File: config.mk
export PLATFORM = sky130hd
export DESIGN_NAME = fsm_6s2i2o_step_ctrl
export DESIGN_NICKNAME = d
export VERILOG_FILES = /design/src/rtl/fsm_6s2i2o_step_ctrl.sv
export SDC_FILE = /design/constraint.sdc
export NUM_CORES = 1
export LEC_CHECK = 0
export ABC_AREA = 1
export CORE_MARGIN = 2
export CORE_UTILIZATION = 49
export DETAILED_ROUTE_END_ITERATION = 8
export GPL_TIMING_DRIVEN = 0
export HOLD_SLACK_MARGIN = 0.03
export PLACE_DENSITY_LB_ADDON = 0.08
export SYNTH_ARGS = -nofsm -noshare
export SYNTH_HDL_FRONTEND = slang
export SYNTH_SLANG_ARGS = --single-unit
File: constraint.sdc
create_clock -name clk -period 2.3 [get_ports clk]
set_clock_uncertainty 0.2 [all_clocks]
set_input_delay 0.345 -clock clk [delete_from_list [all_inputs] [get_ports clk]]
set_output_delay 0.345 -clock clk [all_outputs]
set_load 0.02 [all_outputs]
File: src/rtl/fsm_6s2i2o_step_ctrl.sv
// Step controller for the 6-state, 2-input, 2-output Moore FSM. It owns the state register
// and steps it once per accepted symbol. Optional idle timeout: define FSM_STEP_CTRL_TIMEOUT_EN.
module fsm_6s2i2o_step_ctrl #(
  parameter int CNT_W = 8
`ifdef FSM_STEP_CTRL_TIMEOUT_EN
  , parameter int TIMEOUT = 16
`endif
) (
  input  logic             clk,
  input  logic             reset,
  input  logic             restart,
  input  logic             in_val,
  output logic             in_rdy,
  input  logic [1:0]       in_msg,
  output logic             out_val,
  input  logic             out_rdy,
  output logic [4:0]       out_msg,
  output logic [2:0]       cur_state,
  output logic [CNT_W-1:0] d_count
`ifdef FSM_STEP_CTRL_TIMEOUT_EN
  , output logic           timeout_flag
`endif
);

  typedef enum logic [2:0] {
    S_A = 3'd0, S_B = 3'd1, S_C = 3'd2, S_D = 3'd3, S_E = 3'd4, S_F = 3'd5
  } state_t;

  // Handshake: a transfer happens on a rising edge where valid && ready; a raised valid holds
  // its payload stable until accepted. One output register, so in_rdy = !out_val || out_rdy.

  function automatic logic [2:0] next_state(input logic [2:0] s, input logic [1:0] i);
    logic [2:0] n;
    n = S_A;
    case (s)
      S_A: n = (i == 2'b01) ? S_B : (i == 2'b11) ? S_E : S_A;
      S_B: n = (i == 2'b00) ? S_C : (i == 2'b01) ? S_B : (i == 2'b11) ? S_E : S_A;
      S_C: n = (i == 2'b01) ? S_D : (i == 2'b11) ? S_E : S_A;
      S_D: n = (i == 2'b00) ? S_C : (i == 2'b01) ? S_B : (i == 2'b11) ? S_E : S_A;
      S_E: n = (i[1] == 1'b0) ? S_F : (i == 2'b11) ? S_E : S_A;
      default: n = S_A;
    endcase
    return n;
  endfunction

  function automatic logic [1:0] moore_out(input logic [2:0] s);
    logic [1:0] o;
    o = 2'b00;
    case (s)
      S_D:      o = 2'b01;
      S_E, S_F: o = 2'b10;
      default:  o = 2'b00;
    endcase
    return o;
  endfunction

  logic [2:0]       state_q, state_d, ns;
  logic             out_val_q, out_val_d;
  logic [4:0]       out_msg_q, out_msg_d;
  logic [CNT_W-1:0] d_count_q, d_count_d;
  logic             step;

`ifdef FSM_STEP_CTRL_TIMEOUT_EN
  localparam int IDLE_W = $clog2(TIMEOUT + 1);
  logic [IDLE_W-1:0] idle_q, idle_d;
  logic              flag_q, flag_d;
`endif

  always_comb begin
    in_rdy    = reset && !restart && (!out_val_q || out_rdy);
    step      = in_val && in_rdy;
    ns        = next_state(state_q, in_msg);
    state_d   = state_q;
    out_val_d = out_val_q;
    out_msg_d = out_msg_q;
    d_count_d = d_count_q;
`ifdef FSM_STEP_CTRL_TIMEOUT_EN
    idle_d    = idle_q;
    flag_d    = flag_q;
`endif
    if (restart) begin
      state_d   = S_A;
      out_val_d = 1'b0;
`ifdef FSM_STEP_CTRL_TIMEOUT_EN
      idle_d    = '0;
`endif
    end else begin
      if (step) begin
        state_d   = ns;
        out_val_d = 1'b1;
        out_msg_d = {ns, moore_out(ns)};
        if (ns == S_D && d_count_q != {CNT_W{1'b1}}) d_count_d = d_count_q + 1'b1;
      end else if (out_val_q && out_rdy) begin
        out_val_d = 1'b0;
      end
`ifdef FSM_STEP_CTRL_TIMEOUT_EN
      // The timeout only forces the state home; it never emits a result.
      if (step || state_q == S_A) begin
        idle_d = '0;
      end else if (idle_q == IDLE_W'(TIMEOUT - 1)) begin
        idle_d  = '0;
        state_d = S_A;
        flag_d  = 1'b1;
      end else begin
        idle_d = idle_q + 1'b1;
      end
`endif
    end
  end

  always_ff @(posedge clk) begin
    if (!reset) begin
      state_q   <= S_A;
      out_val_q <= 1'b0;
      out_msg_q <= '0;
      d_count_q <= '0;
`ifdef FSM_STEP_CTRL_TIMEOUT_EN
      idle_q    <= '0;
      flag_q    <= 1'b0;
`endif
    end else begin
      state_q   <= state_d;
      out_val_q <= out_val_d;
      out_msg_q <= out_msg_d;
      d_count_q <= d_count_d;
`ifdef FSM_STEP_CTRL_TIMEOUT_EN
      idle_q    <= idle_d;
      flag_q    <= flag_d;
`endif
    end
  end

  assign out_val   = out_val_q;
  assign out_msg   = out_msg_q;
  assign cur_state = state_q;
  assign d_count   = d_count_q;
`ifdef FSM_STEP_CTRL_TIMEOUT_EN
  assign timeout_flag = flag_q;
`endif

endmodule
**After elaboration in Yosys (flattened, before gate mapping)**

Index checks and enable logic that the tools add are counted.

- Register bits after elaboration: 17
- Bits in latches: 0
- Bits in writable memories: 0
- ROM bits: 0
- Bits of input ports: 7
- Output and inout port bits: 18
- Logic and storage cells: 42
- Memories kept: 0

- Add/sub/neg operators: 1
- Multiply operators: 0
- Divide/modulo/power cells: 0
- $lt $le $gt $ge: 0
- Equality and inequality tests: 10
- Shift operators: 0
- Multiplexer cells: 9
- Bitwise operators: 2
- Reductions and logical operators: 16

Operator list:

| cell | number |
|---|---|
| two-way mux 3 bit | 5 |
| one-hot mux 3 bit (4 select lines) | 1 |
| == test 3 x 2 -> 1 bit (second input constant) | 3 |
| == test 3 bit (second input constant) | 3 |
| adder 8 x 1 -> 8 bit (second input constant) | 1 |
| != test 8 bit (second input constant) | 1 |
| OR reduction 2 bit | 3 |
| logical AND 1 bit | 5 |
| one-hot mux 2 bit (2 select lines) | 1 |
| == test 3 x 1 -> 1 bit (second input constant) | 1 |
| logical NOT 3 bit | 1 |
| AND reduction 3 bit | 1 |
| == test 2 x 1 -> 1 bit (second input constant) | 1 |
| == test 2 bit (second input constant) | 1 |
| logical NOT 1 bit | 2 |
| logical NOT 2 bit | 1 |
| two-way mux 1 bit | 2 |
| NOT 1 bit | 2 |
| AND reduction 2 bit | 1 |
| nonzero test 2 bit | 1 |
| logical OR 1 bit | 1 |

**Logic depth before layout (Yosys ltp)**

Gate-level depths: netlist of the first run.

- Word-level depth: 8
- Depth in mapped cells: 8

**Worst setup path before layout of the first run**

OpenSTA, ideal clock, no wires.

- Kind: register to register
- Start: register d_count_q[0] (netlist: d_count[0])
- End: register d_count_q[5] (netlist: d_count[5])
- Setup time: 0.070 ns
- Data arrival time: 1.320 ns
- Data required time: 2.030 ns
- Setup slack: 0.710 ns
- Cell stages (with the launch flop): 8
- Path buffers: 0
- Clock period less this slack: 1.590 ns
- Cells stage by stage: dfxtp_1 > ha_1 > nand2_1 > nor2_2 > nand2_2 > nand3_2 > nand2_1 > a21oi_1

- Word-level cells in the longest chain between the ends: 3
- Elaborated cells between the ends (all ways): 4
- Classes of those cells: 1 x add/sub; 1 x eq/ne; 2 x reduce/logical

Ends and longest elaborated chain:

| element | RTL line | RTL |
|---|---|---|
| start, declared | 60 | `logic [CNT_W-1:0] d_count_q, d_count_d;` |
| start signal, assigned | 125 | `d_count_q <= d_count_d;` |
| parallel branches: the longest is 3 deep, another holds adder 8 x 1 -> 8 bit | - |  |

Several ways; the timed one is not identified.
A chain may end at the register's enable or synchronous reset.

**Final worst setup path of the first run**

- Start: register d_count_q[5] (netlist: d_count[5])
- End: output port d_count[5]

RTL lines:

| element | RTL line | RTL |
|---|---|---|
| end, declared | 19 | `output logic [CNT_W-1:0] d_count` |

No word-level cell between the ends.

==> flow_summary.toml, run 1 <==
[outcome]
run_status = "finished clean"

[final_layout]
drive_gt1_share_pct = 10.3
final_area_sq_um = 1170
diodes = 0
count_of_nets_after_finishing = 165
area_growth_pct = 34.3
layout_commonest_cell = "nand2_1"
most-common-layout-cells = "nand2_1 (37), clkdlybuf4s50_1 (23), dfxtp_1 (17)"

[yosys]
synth_top_cell_by_area = "dfxtp_1"
largest_family_of_logic_cells_by_synthesized_area = "simple AND/OR/NAND/NOR gates"
synth_cells = 128
synth-seq-area-share_pct = 38.9
post_synth_main_area_contributors = "dfxtp_1 (39%), nand2_1 (16%), a21oi_1 (9.2%)"
postSynthRegisterBits = 17
synth-compound-area-share_pct = 13.0
post_synth_and_or_nand_nor_area_fraction_pct = 37.1
synth_cell_type_count = 21
multiplexer_share_of_the_synthesized_area_pct = 0
synth_nets = 136
synth_xor_area_share_pct = 1.00
share_of_synthesized_cell_area_in_full_adder_half_adder_and_majority_cells_pct = 1.43
synth_area_per_cell_sq_um = 6.83
syn-cell-area_sq_um = 875
synth_top_cell_area_share_pct = 38.9
synthesis.yosys.warnings = 0

[sta]
report.final.slew_viol_count = 0
final-hold-violation-count = 0
unrepaired_setup_endpoints_after_global_routing = "no"
max_slew.worst_pin.slew_ns = 0.428
relSlewSlack_pct = 71.4
final_critical_delay_including_setup_and_external_delays_ns = 1.92
totalNegativeSetupSlack_ns = 0
setup_violating_endpoint_count_in_the_final_report = 0
max_freq_mhz = 521
final.period_utilization_pct = 83.5

[clock_network]
cts_num_sinks = 17
cts-buffers-inserted = 3
postCtsHoldBufs = 0
clkLatencyLatePin_ns = 0.29
clkTransAtPathRegs_ns = 0.09
clock_tree.htree_level_count = 1
post_cts_setup_buffers = 0
cts_tree = "done"
cts_root_buffer = "clkbuf_4"
cts-root-to-sink-buffers = 2
ctsResizeCount = 0

[die]
placement_rows = 15
fp.dieH_microns = 46.2
coreArea_sq_um = 1710
die-width_microns = 46.2
ioPinCount = 25
initial_core_util_pct = 51.2
floorplan.die_area_sq_um = 2140

[global_routing]
grt_pass1_vias = 735
grt_resource_usage_total_pct = 18.7
largest_net_degree_at_the_start_of_global_routing = 11
grt_antenna_before_repair = 0
gr-total-overflow = 0
grt_pass1_wl_microns = 2890

[placement]
dpl_cell_area_sq_um = 1150
post_detailed_placement_half_perimeter_wirelength_microns = 1440
gpl.final_weighted_congestion = 0.780
number_of_i_o_port_buffers = 24

[critical_path]
critPathArrivalTime_ns = 1.37
timing.critical_path.slowest_stage_cell = "clkdlybuf4s50_1"
rr_endpoint = "d_count[7]$_SDFFE_PN0P_"
critical_path.max_stage_delay_ns = 0.64
crit_type = "reg2out"
cp-endpoint = "d_count[5]"
critical_path_cell_count = 1
worstSetupStartpointType = "flip-flop"
reg2reg_setup_slack_ns = 0.65
worst_r2r_startpoint = "d_count[0]$_SDFFE_PN0P_"
critPathTopFamily = "buffers and inverters"
critPathLaunch = "d_count[5]$_SDFFE_PN0P_"
worst-path-max-fanout = 8
timing.reg2reg.worst_path_depth = 7
critPathBufInv = 1
cp_cell_instances = "clkdlybuf4s50_1"
required_ns = 1.75
critPathCaptureType = "output port"

[route]
routedWlPerCell_microns = 9.98
dr_total_vias = 879
pre_repair_dr_iteration_count = 4
drt_antenna_net_count = 0
drc = 0
routed_via_density = 4.86
drt-initial-drc-count = 7
detail_route.wirelength_microns = 1810

[power_and_ir_drop]
vdd.ir_drop.worst_mv = 0.359
p_per_area_nw_per_um2 = 428
power.leakage_nw = 0.462

[min_path]
min_delay_path_depth = 2
timing.hold.worst.class = "reg2reg"

[run]
cap_viol_max_count = 0
## area by class of cell
class	instances	area [sq um]
well taps	25	31.3
clock buffers	4	26.3
inverters	16	60.1
plain buffers	2	15.0
multi-input cells	93	459
repair buffers	24	243
fillers	148	533
flip-flops and latches	17	340
## state kept, by name, indices dropped and copies added (netlist names)
register	cells
cur_state	3
d_count	8
out_msg	5
out_val	1
## stage by stage
stage	util [%]	hold WS (ns)	worst slack [ns]	power [mW]	std cells
6_report	68.8	0.281	0.380	0.503	181
5_1_grt	68.8	0.315	0.308	0.525	181
4_1_cts	68.6	0.281	0.00560	0.508	181
3_5_place_dp	67.1	0.266	0.00611	0.353	177
3_3_place_gp	67.1	0.252	0.0221	0.352	177
2_1_floorplan	-	0.281	0.710	0.330	128
## kinds of logic (layout without fill, tap and decap cells)
group	Yosys count	count (layout)
XOR/XNOR	1	1
flip-flops	17	17
AO/OA/AOI/OAI	22	22
buffers and inverters	18	46
adder cells (fa/ha/maj)	1	1
AND/OR/NAND/NOR	69	69
## cells in the mapped netlist, drive strengths merged
cell type and count:
nand3b 2, a21oi 17, o21ai 5, nand2 39, clkbuf 1, ha 1, dfxtp 17, nand4 1
inv 16, nor2 17, buf 1, nor3 1, xor2 1, nand3 9
## where the power goes
group          switching [mW]  internal [mW]  total [mW]
combinational          0.0255         0.0219      0.0474
clock                  0.0899         0.0675       0.157
sequential            0.00146          0.297       0.298
total                   0.117          0.386       0.503
## worst min path at each step
stage                                       start                       to  slack (ns)
after floorplan                             reset  d_count[0]$_SDFFE_PN0P_        0.28
after global placement    out_msg[1]$_SDFFE_PN0P_  out_msg[1]$_SDFFE_PN0P_        0.25
after detailed placement  out_msg[1]$_SDFFE_PN0P_  out_msg[1]$_SDFFE_PN0P_        0.27
after CTS                 out_msg[1]$_SDFFE_PN0P_  out_msg[1]$_SDFFE_PN0P_        0.28
after global routing      out_msg[4]$_SDFFE_PN0P_  out_msg[4]$_SDFFE_PN0P_        0.31
final                     out_msg[1]$_SDFFE_PN0P_  out_msg[1]$_SDFFE_PN0P_        0.28
## metal layers
layer | GRT usage [%] | part of all wire (%)
met1 | 22.9 | 46
met2 | 32.2 | 49
met3 | 2.35 | 2.5
met4 | 8.57 | 2.0
met5 | 0 | 0
Power figures use the tool's default switching activity.
==> run 2, diff against run 1 <==
- CORE_ASPECT_RATIO: default -> 0.7
- CORE_UTILIZATION: 49 -> 41
- clock period: 2.3 -> 1.7 ns (I/O delays scaled with it)
==> flow_summary.toml, run 2 (synthesis results as in run 1) <==
[outcome]
run_status = "finished clean"

[route]
routedWlPerCell_microns = 11.1
dr_total_vias = 865
detail_route.wirelength_microns = 1970
drt_antenna_net_count = 0
drc = 0
drt-initial-drc-count = 28
routed_via_density = 4.86
pre_repair_dr_iteration_count = 4

[power_and_ir_drop]
finalPower_uw = 677
vdd.ir_drop.worst_mv = 0.489
p_per_area_nw_per_um2 = 575
power.leakage_nw = 0.597

[clock_network]
cts_num_sinks = 17
cts_root_buffer = "clkbuf_4"
cts-buffers-inserted = 3
post_cts_setup_buffers = 0
cts_tree = "done"
clock_tree.htree_level_count = 1
clkTransAtPathRegs_ns = 0.09
cts-root-to-sink-buffers = 2
clkLatencyLatePin_ns = 0.29

[placement]
placed_cells_incl_taps = 174
number_of_i_o_port_buffers = 24
gpl.final_weighted_congestion = 0.833
post_detailed_placement_half_perimeter_wirelength_microns = 1520

[die]
coreArea_sq_um = 1940
initial_core_util_pct = 45.2
die-width_microns = 59.2
placement_rows = 13
ioPinCount = 25
floorplan.die_area_sq_um = 2520
fp.dieH_microns = 42.6

[sta]
report.final.slew_viol_count = 0
max_slew.worst_pin.slew_ns = 0.431
final_critical_delay_including_setup_and_external_delays_ns = 1.60
relSlewSlack_pct = 71.3
final-hold-violation-count = 0
max_freq_mhz = 626
unrepaired_setup_endpoints_after_global_routing = "no"
setup_violating_endpoint_count_in_the_final_report = 0
final.period_utilization_pct = 94.0

[global_routing]
grt_pass1_vias = 760
largest_net_degree_at_the_start_of_global_routing = 11
grt_pass1_wl_microns = 3350
grt_resource_usage_total_pct = 17.3
grt_antenna_before_repair = 0
gr-total-overflow = 0

[final_layout]
area_growth_pct = 34.5
count_of_nets_after_finishing = 165
finish.utilization_pct = 60.8
filler_cell_count = 201
stdcell_count = 178
diodes = 0
multiInputGateArea_sq_um = 473
drive_gt1_share_pct = 13.5
largest_register_ff_count = 8
most-common-layout-cells = "nand2_1 (36), a21oi_1 (16), dfxtp_1 (15)"
layout_commonest_cell = "nand2_1"
final-seq-area_sq_um = 343

[critical_path]
required_ns = 1.72
crit_type = "reg2reg"
critPathCaptureType = "flip-flop"
critPathArrivalTime_ns = 1.62
worst-path-max-fanout = 5
worstSetupStartpointType = "flip-flop"

[run]
cap_viol_max_count = 0

[min_path]
timing.hold.worst.class = "in2reg"
run 2: worst max-delay path, cell delays in order (launching register included):
cell     delay [ns]
dfxtp_2        0.36
ha_1           0.23
nand2_2        0.10
nor2_2         0.05
nand2_2        0.13
nand2_2        0.08
nor2_4         0.18
nand2_1        0.08
a21oi_1        0.13
run 2: final cells by class:
type | count | area share (%)
well taps | 22 | 2.34
repair buffers | 24 | 19.7
plain buffers | 2 | 1.28
multi-input cells | 93 | 40.2
inverters | 16 | 5.11
clock buffers | 4 | 2.23
flip-flops and latches | 17 | 29.1
run 2: stage by stage:
step / setup WS, ns / area, sq um / TNS [ns] / hold slack [ns]
final: 0.103 / 1180 / 0 / 0.0689
after global routing: 0.00240 / 1180 / 0 / 0.0951
after CTS: 0.00229 / 1150 / 0 / 0.274
after detailed placement: -0.436 / 1140 / -3.03 / 0.258
after global placement: -0.419 / 1140 / -2.74 / 0.254
after floorplan: 0.110 / 875 / 0 / 0.191
run 2: routing by layer:
metal | GRT usage [%] | share of wire (%) | vias to the layer above
met2 | 24.6 | 41 | 21
met1 | 25.6 | 53 | 382
met5 | 0 | 0 | -
li1 | - | - | 460
met4 | 2.73 | 0.51 | 0
met3 | 5.56 | 5.3 | 2
run 2: repair_timing:
item,4_1_cts,5_1_grt
pin swaps,0,3
hold buffers,0,0
hold endpoints to repair,0,0
gates resized for setup,17,11
endpoints found under the setup margin,14,13
run 2: final timing paths:
| kind | startpoint | endpoint | slack (ns) | cells past startpoint |
|---|---|---|---|---|
| setup / recovery | d_count[0]$_SDFFE_PN0P_ | d_count[7]$_SDFFE_PN0P_ | 0.10 | 8 |
| hold / removal | reset | d_count[1]$_SDFFE_PN0P_ | 0.07 | 3 |
| setup reg to reg | d_count[0]$_SDFFE_PN0P_ | d_count[7]$_SDFFE_PN0P_ | 0.10 | 8 |
| hold reg to reg | out_msg[3]$_SDFFE_PN0P_ | out_msg[3]$_SDFFE_PN0P_ | 0.27 | 2 |
run 2: power breakdown:
part	total, mW	switching (mW)	internal (mW)
clock	0.210	0.119	0.0912
combinational	0.0630	0.0362	0.0268
sequential	0.403	0.00194	0.401
total	0.677	0.157	0.519
==> run 3, diff against run 2 <==
- CORE_UTILIZATION: 41 -> 32
- GPL_ROUTABILITY_DRIVEN: default -> 0
- REMOVE_ABC_BUFFERS: default -> 1
==> flow_summary.toml, run 3 (synthesis results as in run 1) <==
[die]
initial_core_util_pct = 34.5
ioPinCount = 25
coreArea_sq_um = 2530
die-width_microns = 66.5
fp.dieH_microns = 47.7
placement_rows = 15
floorplan.die_area_sq_um = 3170

[clock_network]
cts-buffers-inserted = 3
cts_tree = "done"
clkTransAtPathRegs_ns = 0.06
clock_tree.htree_level_count = 1
cts-root-to-sink-buffers = 2
postCtsHoldBufs = 0
clkLatencyLatePin_ns = 0.26
cts_num_sinks = 17
cts_root_buffer = "clkbuf_8"

[route]
drc = 0
drt-initial-drc-count = 41
routed_via_density = 4.66
routedWlPerCell_microns = 11.2
dr_total_vias = 877
pre_repair_dr_iteration_count = 4
detail_route.wirelength_microns = 2110
drt_antenna_net_count = 0

[placement]
number_of_i_o_port_buffers = 24
post_detailed_placement_half_perimeter_wirelength_microns = 1560
placed_cells_incl_taps = 184

[critical_path]
crit_type = "reg2out"
critPathBufInv = 1
worstSetupStartpointType = "flip-flop"
worst-path-max-fanout = 2
critPathTopFamily = "buffers and inverters"
timing.critical_path.slowest_stage_cell = "clkdlybuf4s50_1"
cp_cell_instances = "clkdlybuf4s50_1"
critPathArrivalTime_ns = 1.20
critical_path.max_stage_delay_ns = 0.60
required_ns = 1.24
critPathCaptureType = "output port"

[final_layout]
finish.utilization_pct = 47.4
layout_commonest_cell = "nand2_1"
area_growth_pct = 37.2
diodes = 0
largest_register_ff_count = 8
stdcell_count = 188
drive_gt1_share_pct = 14.3
most-common-layout-cells = "nand2_1 (35), a21oi_1 (16), dfxtp_1 (15)"
count_of_nets_after_finishing = 163
filler_cell_count = 273

[sta]
max_slew.worst_pin.slew_ns = 0.263
setup_violating_endpoint_count_in_the_final_report = 0
max_freq_mhz = 605
final_critical_delay_including_setup_and_external_delays_ns = 1.65
final.period_utilization_pct = 97.1
final-hold-violation-count = 0
unrepaired_setup_endpoints_after_global_routing = "yes"
report.final.slew_viol_count = 0
relSlewSlack_pct = 82.3

[global_routing]
grt_resource_usage_total_pct = 15.0
grt_antenna_before_repair = 0
grt_pass1_vias = 724
grt_pass1_wl_microns = 3370
gr-total-overflow = 0
largest_net_degree_at_the_start_of_global_routing = 13

[run]
cap_viol_max_count = 0

[power_and_ir_drop]
power.leakage_nw = 0.526
switching_power_uw = 185
p_per_area_nw_per_um2 = 649
power.share.switching_pct = 23.7
combinational_power_share_pct = 8.3
seqPwrFrac_pct = 51.8
intPower_uw = 594
finalPower_uw = 779
vdd.ir_drop.worst_mv = 0.368
share_clk_of_total_power_pct = 39.9

[outcome]
run_status = "finished clean"

[min_path]
timing.hold.worst.class = "in2reg"
run 3: cell count changes in the layout (fill, tap and decap cells not counted), sizes merged:
cell	delta
buf	-1
clkbuf	-1
clkdlybuf4s50	+5
dlygate4sd2	-1
dlymetal6s2s	-4
run 3: routing by layer:
metal	wire length (microns)	track usage (%)	vias to the layer above
li1	-	-	459
met1	1110	20.7	397
met2	881	21.6	19
met3	108	5.65	2
met4	10	5.31	0
met5	0	0	-
run 3: area by class of cell:
| type | instances | area [sq um] | share of cell area (%) |
|---|---|---|---|
| Timing Repair Buffer | 24 | 223 | 18.6 |
| Sequential cell | 17 | 343 | 28.6 |
| Inverter | 16 | 62.6 | 5.21 |
| Clock buffer | 4 | 45.0 | 3.75 |
| Tap cell | 34 | 42.5 | 3.55 |
| Multi-Input combinational cell | 93 | 484 | 40.4 |
run 3: worst min-delay path: stages:
cell	delay (ns)
dlygate4sd2_1	0.28
o21ai_0	0.09
nor2_1	0.04
run 3: path summary, 6_finish.rpt:
| kind | slack [ns] | end | from | cells after the start |
|---|---|---|---|---|
| setup / recovery | 0.05 | out_val | out_val$_SDFFE_PP0P_ | 1 |
| hold / removal | 0.24 | d_count[0]$_SDFFE_PN0P_ | reset | 3 |
| setup reg to reg | 0.14 | d_count[6]$_SDFFE_PN0P_ | d_count[0]$_SDFFE_PN0P_ | 8 |
| hold reg to reg | 0.27 | out_msg[3]$_SDFFE_PN0P_ | out_msg[3]$_SDFFE_PN0P_ | 2 |
run 3: timing repair:
action / in CTS / in global routing
pin swaps: 0 / 3
cloned: 0 / 0
endpoints found under the setup margin: 26 / 12
setup buffers: 0 / 0
resized for setup: 18 / 8
run 3: stage by stage:
stage	TNS, ns	instance area (sq um)	hold WS, ns	worst slack [ns]
after floorplan	0	860	0.191	0.110
after detailed placement	-5.77	1140	0.256	-0.513
after CTS	0	1170	0.243	0.0253
after global placement	-5.58	1140	0.252	-0.492
final	0	1200	0.241	0.0485
after global routing	-0.00543	1200	0.239	-0.00543
run 3: power groups by stage:
| stage | sequential (mW) | combinational (mW) | clock [mW] |
|---|---|---|---|
| after global placement | 0.413 | 0.0626 | 0 |
| after global routing | 0.404 | 0.0700 | 0.340 |
| after detailed placement | 0.413 | 0.0636 | 0 |
| after floorplan | 0.417 | 0.0266 | 0 |
| final | 0.404 | 0.0647 | 0.311 |
| after CTS | 0.403 | 0.0622 | 0.319 |
